$ cat src/rtl/ratio_meas_ctrl.sv
// Clock-ratio measurement sequencer: holds the measured block in reset, counts fast/ref
// ticks over a reference window, then divides fast by ref one quotient bit per cycle.
module ratio_meas_ctrl #(
  parameter int WIDTH        = 32,
  parameter int RESET_CYCLES = 4,
  parameter int WINDOW       = 3
) (
  input  logic             clk,
  input  logic             reset_l,
  input  logic             start,
  input  logic             abort,
  input  logic             ref_tick,
  input  logic             fast_tick,
  output logic             sub_reset_l,
  output logic             busy,
  output logic             done,
  output logic [WIDTH-1:0] ratio,
  output logic [WIDTH-1:0] fast_count,
  output logic [WIDTH-1:0] ref_count,
  output logic             overflow
);
  localparam int HC_W = (RESET_CYCLES > 1) ? $clog2(RESET_CYCLES) : 1;
  localparam int DC_W = (WIDTH > 1) ? $clog2(WIDTH) : 1;

  typedef enum logic [2:0] {IDLE, HOLD, MEAS, DIV, DONE} state_t;

  state_t           state_q, state_d;
  logic [HC_W-1:0]  hold_cnt_q, hold_cnt_d;
  logic [DC_W-1:0]  div_cnt_q, div_cnt_d;
  logic [WIDTH-1:0] fast_q, fast_d, ref_q, ref_d, ratio_q, ratio_d;
  logic [WIDTH-1:0] quo_q, quo_d, rem_q, rem_d;
  logic             ovf_q, ovf_d, done_q, done_d, sub_rst_q;
  logic [WIDTH:0]   shifted, trial;
  logic [WIDTH-1:0] quo_step, rem_step;

  always_comb begin
    state_d    = state_q;
    hold_cnt_d = hold_cnt_q;
    div_cnt_d  = div_cnt_q;
    fast_d     = fast_q;
    ref_d      = ref_q;
    ovf_d      = ovf_q;
    quo_d      = quo_q;
    rem_d      = rem_q;
    ratio_d    = ratio_q;
    done_d     = 1'b0;
    // One restoring-division step: dividend bits shift out of quo_q into the remainder.
    shifted  = {rem_q, quo_q[WIDTH-1]};
    trial    = shifted - {1'b0, ref_q};
    quo_step = {quo_q[WIDTH-2:0], ~trial[WIDTH]};
    rem_step = trial[WIDTH] ? shifted[WIDTH-1:0] : trial[WIDTH-1:0];
    if (abort) begin
      state_d = IDLE;
    end else begin
      case (state_q)
        IDLE: if (start) begin
          state_d    = HOLD;
          hold_cnt_d = '0;
          fast_d     = '0;
          ref_d      = '0;
          ovf_d      = 1'b0;
        end
        HOLD: begin
          if (hold_cnt_q == HC_W'(RESET_CYCLES - 1)) state_d = MEAS;
          else hold_cnt_d = hold_cnt_q + HC_W'(1);
        end
        MEAS: begin
          if (fast_tick) begin
            if (&fast_q) ovf_d = 1'b1;
            else fast_d = fast_q + WIDTH'(1);
          end
          if (ref_tick) begin
            ref_d = ref_q + WIDTH'(1);
            if (ref_d == WIDTH'(WINDOW)) begin
              state_d   = DIV;
              div_cnt_d = '0;
              quo_d     = fast_d;
              rem_d     = '0;
            end
          end
        end
        DIV: begin
          quo_d     = quo_step;
          rem_d     = rem_step;
          div_cnt_d = div_cnt_q + DC_W'(1);
          if (div_cnt_q == DC_W'(WIDTH - 1)) begin
            state_d = DONE;
            ratio_d = quo_step;
            done_d  = 1'b1;
          end
        end
        DONE:    state_d = IDLE;
        default: state_d = IDLE;
      endcase
    end
  end

  always_ff @(posedge clk or negedge reset_l) begin
    if (!reset_l) begin
      state_q    <= IDLE;
      hold_cnt_q <= '0;
      div_cnt_q  <= '0;
      fast_q     <= '0;
      ref_q      <= '0;
      ratio_q    <= '0;
      quo_q      <= '0;
      rem_q      <= '0;
      ovf_q      <= 1'b0;
      done_q     <= 1'b0;
      sub_rst_q  <= 1'b0;
    end else begin
      state_q    <= state_d;
      hold_cnt_q <= hold_cnt_d;
      div_cnt_q  <= div_cnt_d;
      fast_q     <= fast_d;
      ref_q      <= ref_d;
      ratio_q    <= ratio_d;
      quo_q      <= quo_d;
      rem_q      <= rem_d;
      ovf_q      <= ovf_d;
      done_q     <= done_d;
      sub_rst_q  <= (state_d != HOLD);
    end
  end

  assign busy        = (state_q != IDLE);
  assign sub_reset_l = sub_rst_q;
  assign done        = done_q;
  assign ratio       = ratio_q;
  assign fast_count  = fast_q;
  assign ref_count   = ref_q;
  assign overflow    = ovf_q;
endmodule
$ cat config.mk
export PLATFORM = sky130hd
export DESIGN_NAME = ratio_meas_ctrl
export DESIGN_NICKNAME = d
export VERILOG_FILES = /design/src/rtl/ratio_meas_ctrl.sv
export SDC_FILE = /design/constraint.sdc
export NUM_CORES = 1
export LEC_CHECK = 0
export CORE_ASPECT_RATIO = 1.1
export CORE_MARGIN = 1.5
export CORE_UTILIZATION = 52
export CTS_CLUSTER_DIAMETER = 100
export DETAILED_ROUTE_END_ITERATION = 16
export GPL_TIMING_DRIVEN = 0
export PLACE_DENSITY = 0.82
export SETUP_SLACK_MARGIN = 0.1
export SYNTH_ARGS = -nofsm -noshare
export SYNTH_HDL_FRONTEND = slang
export SYNTH_SLANG_ARGS = --single-unit
$ cat constraint.sdc
create_clock -name clk -period 3.4 [get_ports clk]
set_input_delay 0.34 -clock clk [delete_from_list [all_inputs] [get_ports clk]]
set_output_delay 0.34 -clock clk [all_outputs]
set_load 0.01 [all_outputs]
======== Yosys cells after proc, flatten, opt, wreduce, memory -nomap -nowiden ========
Cells that the tools add are included.
W data, S select, Z words.
storage, ports and cells
  input port bits ......................... 6
  flip-flop bits (word level) ............. 173
  word-level logic and storage cells ...... 76
  output and inout bits ................... 100
operators by class
  add/subtract/negate cells ............... 5
  equality and inequality tests ........... 13
  reductions and logical operators ........ 12
  bitwise operators ....................... 2
  muxes and demuxes ....................... 33
operator list
  cell                     count
  $mux W32                 9
  $pmux W32 S2             4
  $add A32 B1 Y32 const B  2
  $sub A33 B32 Y33         1
  $eq A32 B2 Y1 const B    1
  $reduce_and A32 Y1       1
  $mux W3                  6
  $ne A2 B2 Y1 const B     6
  $pmux W3 S4              1
  $reduce_and A4 Y1        3
  $mux W5                  2
  $pmux W5 S2              1
  $eq A3 B2 Y1 const B     2
  $mux W1                  6
  $reduce_and A3 Y1        2
  $reduce_bool A2 Y1       3
  $add A5 B1 Y5 const B    1
  $eq A5 B5 Y1 const B     1
  $reduce_and A5 Y1        1
  $mux W2                  2
  $pmux W2 S2              1
  $eq A3 B1 Y1 const B     1
  $logic_not A3 Y1         1
  $ne A3 B1 Y1 const B     1
  other kinds (5)          6

======== Longest topological paths before layout ========
Gate-level depths: netlist (run 1).
  depth after elaboration ................. 7
  mapped depth ............................ 14
  mapped depth without buffers ............ 12

======== Worst setup path before layout (run 1) ========
OpenSTA, ideal clock, no wires.
  path type ............................... flip-flop to flip-flop
  start point ............................. register, netlist name ref_count[1]
  end point ............................... register hold_cnt_q[0]
  library setup time ...................... 0.125 ns
  slack ................................... -0.199 ns
  buffers on the path ..................... 2
  clock period less this slack ............ 3.599 ns
  stages on the path, launching flop included .. 13
  arrival ................................. 3.475 ns
  required time ........................... 3.275 ns
  cells stage by stage .................... dfrtp_1 -> ha_1 -> nand2_1 -> or4_1 -> buf_2 -> nor4_1 -> xnor2_1 -> o2111ai_1 -> or4_1 -> buf_2 -> o31ai_2 -> o21a_1 -> mux2_2
RTL lines
  element               line  text
  end signal, assigned  113   hold_cnt_q <= hold_cnt_d;
  end, declared         28    logic [HC_W-1:0] hold_cnt_q, hold_cnt_d;

======== Worst setup path after layout (run 1) ========
  start point ............................. register ref_q[10], in the netlist ref_count[10]
  end point ............................... register rem_q[7]
between the ends
  cells in the longest elaborated chain, start to end .. 4
  elaborated cells between the ends (all ways) .. 7
  those cells by class .................... add/sub (2); eq/ne (2); mux (2); reduce/logical (1)
RTL lines
  element                      line  text
  start, declared              30    logic [WIDTH-1:0] fast_q, fast_d, ref_q, ref_d, ratio_q, ratio_d;
  start signal, assigned       116   ref_q <= ref_d;
  $add A32 B1 Y32              73    ref_d = ref_q + WIDTH'(1);
  $eq A32 B2 Y1                74    if (ref_d == WIDTH'(WINDOW)) begin
  $ne A2 B2 Y1 (no line)       n/a
  $reduce_and A4 Y1 (no line)  n/a
  end signal, assigned         119   rem_q <= rem_d;
  end, declared                31    logic [WIDTH-1:0] quo_q, quo_d, rem_q, rem_d;
Parallel ways exist; a longest one is shown, timed or not.
A chain may end at the register's enable or synchronous reset.

==> results of run 1 <==
layout make-up:
| cell class | instances | area (um2) | share of cell area (%) |
|---|---|---|---|
| multi-input combinational | 875 | 6090 | 44.4 |
| sequential | 173 | 4350 | 31.7 |
| timing repair buffer | 165 | 1690 | 12.4 |
| clock buffer | 18 | 439 | 3.20 |
| buffer | 67 | 439 | 3.20 |
| tap | 252 | 315 | 2.30 |
| inverter | 54 | 210 | 1.53 |
| clock inverter | 14 | 175 | 1.28 |
stage by stage:
step / TNS, ps / hold slack (ps) / cells / worst slack [ps] / cell area, um2
floorplan: 0 / 44.4 / 1170 / 66.3 / 10600
global placement: -943660 / 486 / 1526 / -5870 / 12000
detailed placement: -35940 / 445 / 1527 / -862 / 12000
CTS: -2370 / 359 / 1608 / -99.2 / 13400
global route: -10110 / 399 / 1618 / -262 / 13700
finish: -5540 / 364 / 1618 / -177 / 13700
cells by family (layout without fill, tap and decap cells):
logic type | count (synthesis) | in the layout | share of synthesized area (%)
and+or+nand+nor | 382 | 382 | 18.3
muxes | 64 | 64 | 6.55
xor gates and xnor gates | 75 | 75 | 6.28
buffers and inverters | 122 | 318 | 4.60
adders and majority gates | 39 | 39 | 4.74
DFF | 173 | 173 | 41.4
AOI/OAI and AO/OA | 315 | 315 | 18.2
sequential cells by signal, summed over array words and instances (netlist names):
signal       flops
fast_count      32
quo_q           32
ratio           32
ref_count       32
rem_q           32
div_cnt_q        5
state_q          3
hold_cnt_q       2
done             1
overflow         1
sub_reset_l      1
worst max-delay path, stage by stage (launching register included):
cell and delay (ps):
dfrtp_2 420, buf_4 140, buf_4 120, inv_1 110, ha_1 260, clkbuf_2 180
nand3_1 180, nor2_1 70, a21oi_1 300, o31ai_4 160, a21oi_2 240, buf_4 160
a21oi_2 60, o311ai_4 300, buf_6 220, buf_12 140, mux2i_1 280, o21ai_1 100
power by group through the flow:
| stage | clock network, mW | registers, mW | logic, mW |
|---|---|---|---|
| global placement | 0 | 2.18 | 0.592 |
| detailed placement | 0 | 2.18 | 0.609 |
| global route | 2.19 | 2.15 | 0.836 |
| CTS | 2.10 | 2.14 | 0.701 |
| finish | 2.08 | 2.14 | 0.772 |
| floorplan | 0 | 2.17 | 0.441 |
synthesized netlist by cell type, types with 4 or more instances:
cell type    n
nor4_1      12
a21o_1      10
a22oi_1     19
buf_2        7
a2bb2oi_1    5
nor3_1      25
clkbuf_1    53
nand2b_1     8
o21a_1       4
o21ai_1     27
and4_1       8
o21ai_0    115
o31ai_1     10
nand3_1     74
or3_1       13
o211ai_1    20
a2111oi_0    4
ha_1        38
nand2_1    120
or4_1        8
nor2b_1      5
and2_1       9
xnor2_1     49
mux2_2      36
a21oi_1     54
dfrtp_1    173
xor2_1      26
inv_1       54
mux2i_1     28
nand4_1     17
a31oi_1     11
o22ai_1     10
a211oi_1     4
buf_1        6
nor2_1      53
and3_1      14
layer usage:
| layer | up-vias | GRT usage (%) |
|---|---|---|
| met5 | - | 0 |
| met4 | 0 | 10.9 |
| met3 | 81 | 6.32 |
| met2 | 439 | 51.5 |
| met1 | 4870 | 36.1 |
| li1 | 4614 | - |
repair_timing:
action	in CTS	in global routing
resized for setup	93	60
hold endpoints to repair	37	0
setup buffers	47	6
setup endpoints to repair	73	74
gates cloned	2	5
hold buffers	1	0
pin swaps	14	6
worst paths after layout:
check,start,end,slack [ps]
min reg2reg,ratio[11]$_DFFE_PN0P_,ratio[11]$_DFFE_PN0P_,500
max,ref_count[10]$_DFFE_PN0P_,rem_q[7]$_DFFE_PN0P_,-180
max in group asynchronous,reset_l,fast_count[21]$_DFFE_PN0P_,2010
min in group asynchronous,reset_l,ref_count[4]$_DFFE_PN0P_,540
max reg2reg,ref_count[10]$_DFFE_PN0P_,rem_q[7]$_DFFE_PN0P_,-180
min,abort,state_q[1]$_DFF_PN0_,360
==> reports/results.ini, run 1 <==
[die]
ios = 106
die_w_um = 138
start_util_pct = 52.9
row_count = 54
die-area_um2 = 21000
die_h_um = 152
core_um2 = 19800

[critical_path]
worstRegToRegCells = 17
startpoint_type = flip-flop
critPathKind = reg -> reg
cp_data_arrival_time_ps = 3890
required_ps = 3710
crit_fanout = 7
cp-end-kind = flip-flop

[pwr]
p_sw_mw = 1.36
p_sw_share_pct = 27.3
ir_drop_mv = 0.364
p_int_mw = 3.63
pwr-share-clk_pct = 41.6
leakage_nw = 5.76
seqPwrFrac_pct = 42.9
power.density_nw_per_um2 = 364
power_mw = 4.99
combPwrFrac_pct = 15.5

[final_layout]
post-route-util_pct = 69.3
fillCellCount = 1480
fin_nets = 1398
drive_above_1_share_pct = 17.6
diodes = 0
area_growth_pct = 31.1
layout_commonest_cell = dfrtp_1
final_cell_mix = dfrtp_1, nand2_1, clkdlybuf4s50_1

[timing]
fin_crit_ps = 3580
setup_violations = 66
hold_viol_final = 0
setup_ws_ps = -177
grt_setup_unrepaired = true
period_share_pct = 105
maxSlewHeadroom_pct = 34.5
slew_viol_final = 0
fin_skew_ps = 8.44
clock.fmax_ghz = 0.280
tightestPinTransition_ps = 976

[clocking]
cts_buffers = 17
clock-sinks = 173
insertion_delay_ps = 440
clkTransAtPathRegs_ps = 70
clockBufferDepth = 2
ctsRootBufferMaster = clkbuf_16
cts_htree_levels = 4
cts_tree = done

[synth]
yosysTopAreaCellShare_pct = 41.4
yosysSeqAreaShare_pct = 41.4
synth.avg_cell_area_um2 = 8.94
synth_nets = 1215
synth.distinct_cells = 65
ys_ff_latch = 173
syn_inst = 1170
synth_warnings = 0
ys.flop_type = dfrtp_1
synthArstFlopShare_pct = 100
synth-edff-count = 0
synth_area_leaders = dfrtp_1, o21ai_0, ha_1
synth_top_cell_by_area = dfrtp_1
syn-cell-area_um2 = 10500

[placement]
port_buffers = 104
dp_hpwl_um = 20700
gp_congestion = 0.904

[global_route]
grt_max_degree = 103
grt_usage_pct = 29.5
gr-total-overflow = 0
grt_pass1_wl_um = 49200
grt_pass1_vias = 9530
antenna_found_initial = 0

[job]
drv_cap = 0

[drt]
met1_length_um = 12800
drt_iter0_drc = 663
highest_layer = met4
drc = 0
wl_met2_um = 15600
wl_per_cell_um = 19.5
ant_nets = 0
num_vias = 10000
avgViaCountPerCell = 6.18
totalWireLength_um = 31600
dr.pass1.iters = 6
wl_met3_um = 2220

[min_path]
whs_path_depth = 2
hold_class = in -> reg

[outcome]
failed_checks = setup timing
outcome = complete, but fails checks

(Power assumes the default switching activity.)
==> run 2: changes to the inputs <==
Settings changed: CORE_UTILIZATION 52 to 55, PLACE_DENSITY 0.82 to 0.83.
Clock period 3.4 ns to 4 ns, I/O delays scaled along.
==> run 2 against run 1 <==
  * Total power shrank 20%
  * Sequential share of layout area grew 2.8 points
  * Largest power group unchanged
  * Register-to-register slack gained 410 ps
  * Critical path type unchanged
  * Via count shrank 5.0%
  * Global-route usage shrank 0.37 points
  * The flow now finishes without violations
  * Critical endpoint is now quo_q[26]$_DFFE_PN0P_
==> reports/results.ini, run 2 (synthesis gave the netlist of run 1 again) <==
[outcome]
outcome = finished clean  ; was complete, but fails checks

[job]
drv_cap = 0  ; unchanged

[pwr]
seqPwrFrac_pct = 45.5  ; was 42.9%
p_int_mw = 2.88  ; was 3.63 mW
leakage_nw = 5.22  ; was 5.76 nW
power.density_nw_per_um2 = 317  ; was 364 nW/um2
ir_drop_mv = 0.319  ; was 0.364 mV
pwr-share-clk_pct = 40.8  ; was 41.6%
p_sw_share_pct = 27.9  ; was 27.3%
combPwrFrac_pct = 13.6  ; was 15.5%
p_sw_mw = 1.11  ; was 1.36 mW

[timing]
tightestPinTransition_ps = 963  ; was 976 ps
slew_viol_final = 0  ; unchanged
maxSlewHeadroom_pct = 35.3  ; was 34.5%
period_share_pct = 94.1  ; was 105%
grt_setup_unrepaired = false  ; was true
clock.fmax_ghz = 0.266  ; was 0.280 GHz
fin_skew_ps = 8.14  ; was 8.44 ps
hold_viol_final = 0  ; unchanged
whs_ps = 378  ; was 364 ps
setup_violations = 0  ; was 66
fin_crit_ps = 3760  ; was 3580 ps
setup_ws_ps = 237  ; was -177 ps

[min_path]
hold_class = in -> reg  ; unchanged
hold_path_end = state_q[1]$_DFF_PN0_  ; unchanged
whs_path_depth = 2  ; unchanged
holdCritStartpoint = abort  ; unchanged

[global_route]
grt_max_degree = 99  ; was 103
grt_usage_pct = 29.1  ; was 29.5%
grt_pass1_wl_um = 45800  ; was 49200 um
antenna_found_initial = 0  ; unchanged
gr-total-overflow = 0  ; unchanged
grt_pass1_vias = 9189  ; was 9530

[die]
ios = 106  ; unchanged
die_h_um = 148  ; was 152 um
row_count = 52  ; was 54
die_w_um = 135  ; was 138 um
core_um2 = 18500  ; was 19800 um2
start_util_pct = 56.4  ; was 52.9%
die-area_um2 = 19900  ; was 21000 um2

[drt]
avgViaCountPerCell = 6.11  ; was 6.18
wl_met2_um = 13700  ; was 15600 um
ant_nets = 0  ; unchanged
highest_layer = met4  ; unchanged
wl_met3_um = 1810  ; was 2220 um
dr.pass1.iters = 7  ; was 6
wl_per_cell_um = 18.3  ; was 19.5 um
drt_iter0_drc = 512  ; was 663
totalWireLength_um = 28400  ; was 31600 um
met1_length_um = 11900  ; was 12800 um
drc = 0  ; unchanged
num_vias = 9502  ; was 10000

[clocking]
clockBufferDepth = 2  ; unchanged
cts_htree_levels = 4  ; unchanged
clock-sinks = 173  ; unchanged
cts_tree = done  ; unchanged
cts_buffers = 17  ; unchanged
clkTransAtPathRegs_ps = 70  ; about the same
ctsRootBufferMaster = clkbuf_16  ; unchanged
insertion_delay_ps = 440  ; about the same

[final_layout]
seqCellArea_um2 = 4340  ; was 4350 um2
fin_nets = 1345  ; was 1398
final_cell_mix = dfrtp_1, nand2_1, o21ai_0  ; was dfrtp_1, nand2_1, clkdlybuf4s50_1
layout_commonest_cell = dfrtp_1  ; unchanged
fillCellCount = 1505  ; was 1480
multiInputGateArea_um2 = 5780  ; was 6090 um2
diodes = 0  ; unchanged
area_growth_pct = 20.4  ; was 31.1%
drive_above_1_share_pct = 9.60  ; was 17.6%

[placement]
dp_hpwl_um = 20200  ; was 20700 um
gp_congestion = 0.919  ; was 0.904
port_buffers = 104  ; unchanged
place_ws_ps = -804  ; was -862 ps

[critical_path]
required_ps = 4300  ; was 3710 ps
rr_startpoint = ref_count[0]$_DFFE_PN0P_  ; was ref_count[10]$_DFFE_PN0P_
regToRegEndpoint = quo_q[26]$_DFFE_PN0P_  ; was rem_q[7]$_DFFE_PN0P_
crit_fanout = 10  ; was 7
critPathKind = reg -> reg  ; unchanged
r2r_setup_slack_ps = 240  ; was -180 ps
worstRegToRegCells = 13  ; was 17
cp_data_arrival_time_ps = 4060  ; was 3890 ps
startpoint_type = flip-flop  ; unchanged
cp-end-kind = flip-flop  ; unchanged

run 2: changes by cell type in the layout (fill, tap and decap cells not counted), sizes merged:
cell      delta
clkinv       +1
clkbuf       -5
bufinv       -2
buf         -48
clkinvlp     +2
inv          -2
run 2: repair_timing:
item,4_1_cts,5_1_grt
hold buffers,1,0
setup endpoints to repair,72,71
gates resized for setup,13,30
buffers inserted,4,2
hold endpoints to repair,75,0
pin swaps,1,2
run 2: worst max-delay path by stage:
stage	slack, ps	startpoint	to
6_report	240	ref_count[0]$_DFFE_PN0P_	quo_q[26]$_DFFE_PN0P_
4_1_cts	110	ref_count[0]$_DFFE_PN0P_	quo_q[26]$_DFFE_PN0P_
5_1_grt	120	state_q[1]$_DFF_PN0_	quo_q[26]$_DFFE_PN0P_
2_1_floorplan	400	ref_count[1]$_DFFE_PN0P_	hold_cnt_q[0]$_DFFE_PN0P_
3_5_place_dp	-800	ref_count[3]$_DFFE_PN0P_	rem_q[19]$_DFFE_PN0P_
3_3_place_gp	-4770	reset_l	ratio[19]$_DFFE_PN0P_
run 2: stage by stage:
step | util [%] | TNS (ps) | area, um2 | cells | total power, mW
global placement | 63.7 | -837290 | 11800 | 1517 | 2.34
floorplan | - | 0 | 10500 | 1170 | 2.21
CTS | 67.4 | 0 | 12500 | 1554 | 3.98
detailed placement | 63.9 | -19050 | 11800 | 1518 | 2.36
global route | 68.0 | 0 | 12600 | 1555 | 4.14
finish | 68.0 | 0 | 12600 | 1555 | 3.99
run 2: final cells by class:
class | instances | share of cell area, %
multi-input cells | 875 | 45.8
flip-flops and latches | 173 | 34.5
repair buffers | 112 | 8.96
clock buffers | 18 | 3.41
well taps | 243 | 2.41
plain buffers | 67 | 2.23
inverters | 54 | 1.61
clock inverters | 13 | 1.06
run 2: power by group through the flow:
stage / sequential (mW) / combinational, mW / clock, mW
after detailed placement: 1.85 / 0.507 / 0
after global placement: 1.85 / 0.493 / 0
after CTS: 1.82 / 0.527 / 1.64
after floorplan: 1.84 / 0.366 / 0
after global routing: 1.82 / 0.603 / 1.72
final: 1.82 / 0.544 / 1.63
run 2: worst max-delay path, stage by stage, from the launching register on:
cell and delay (ps):
dfrtp_2 450, ha_4 200, nand2_2 100, or4_1 480
buf_2 220, o21ai_2 150, nand3_1 80, or4_1 560
or4_4 530, buf_4 210, and2_4 170, buf_2 190
a22oi_1 180, o21ai_1 100
run 2: layer usage:
metal,track usage [%],vias up
met5,0,-
met4,12.4,0
met3,6.04,68
met2,48.9,333
met1,36.3,4618
li1,-,4483
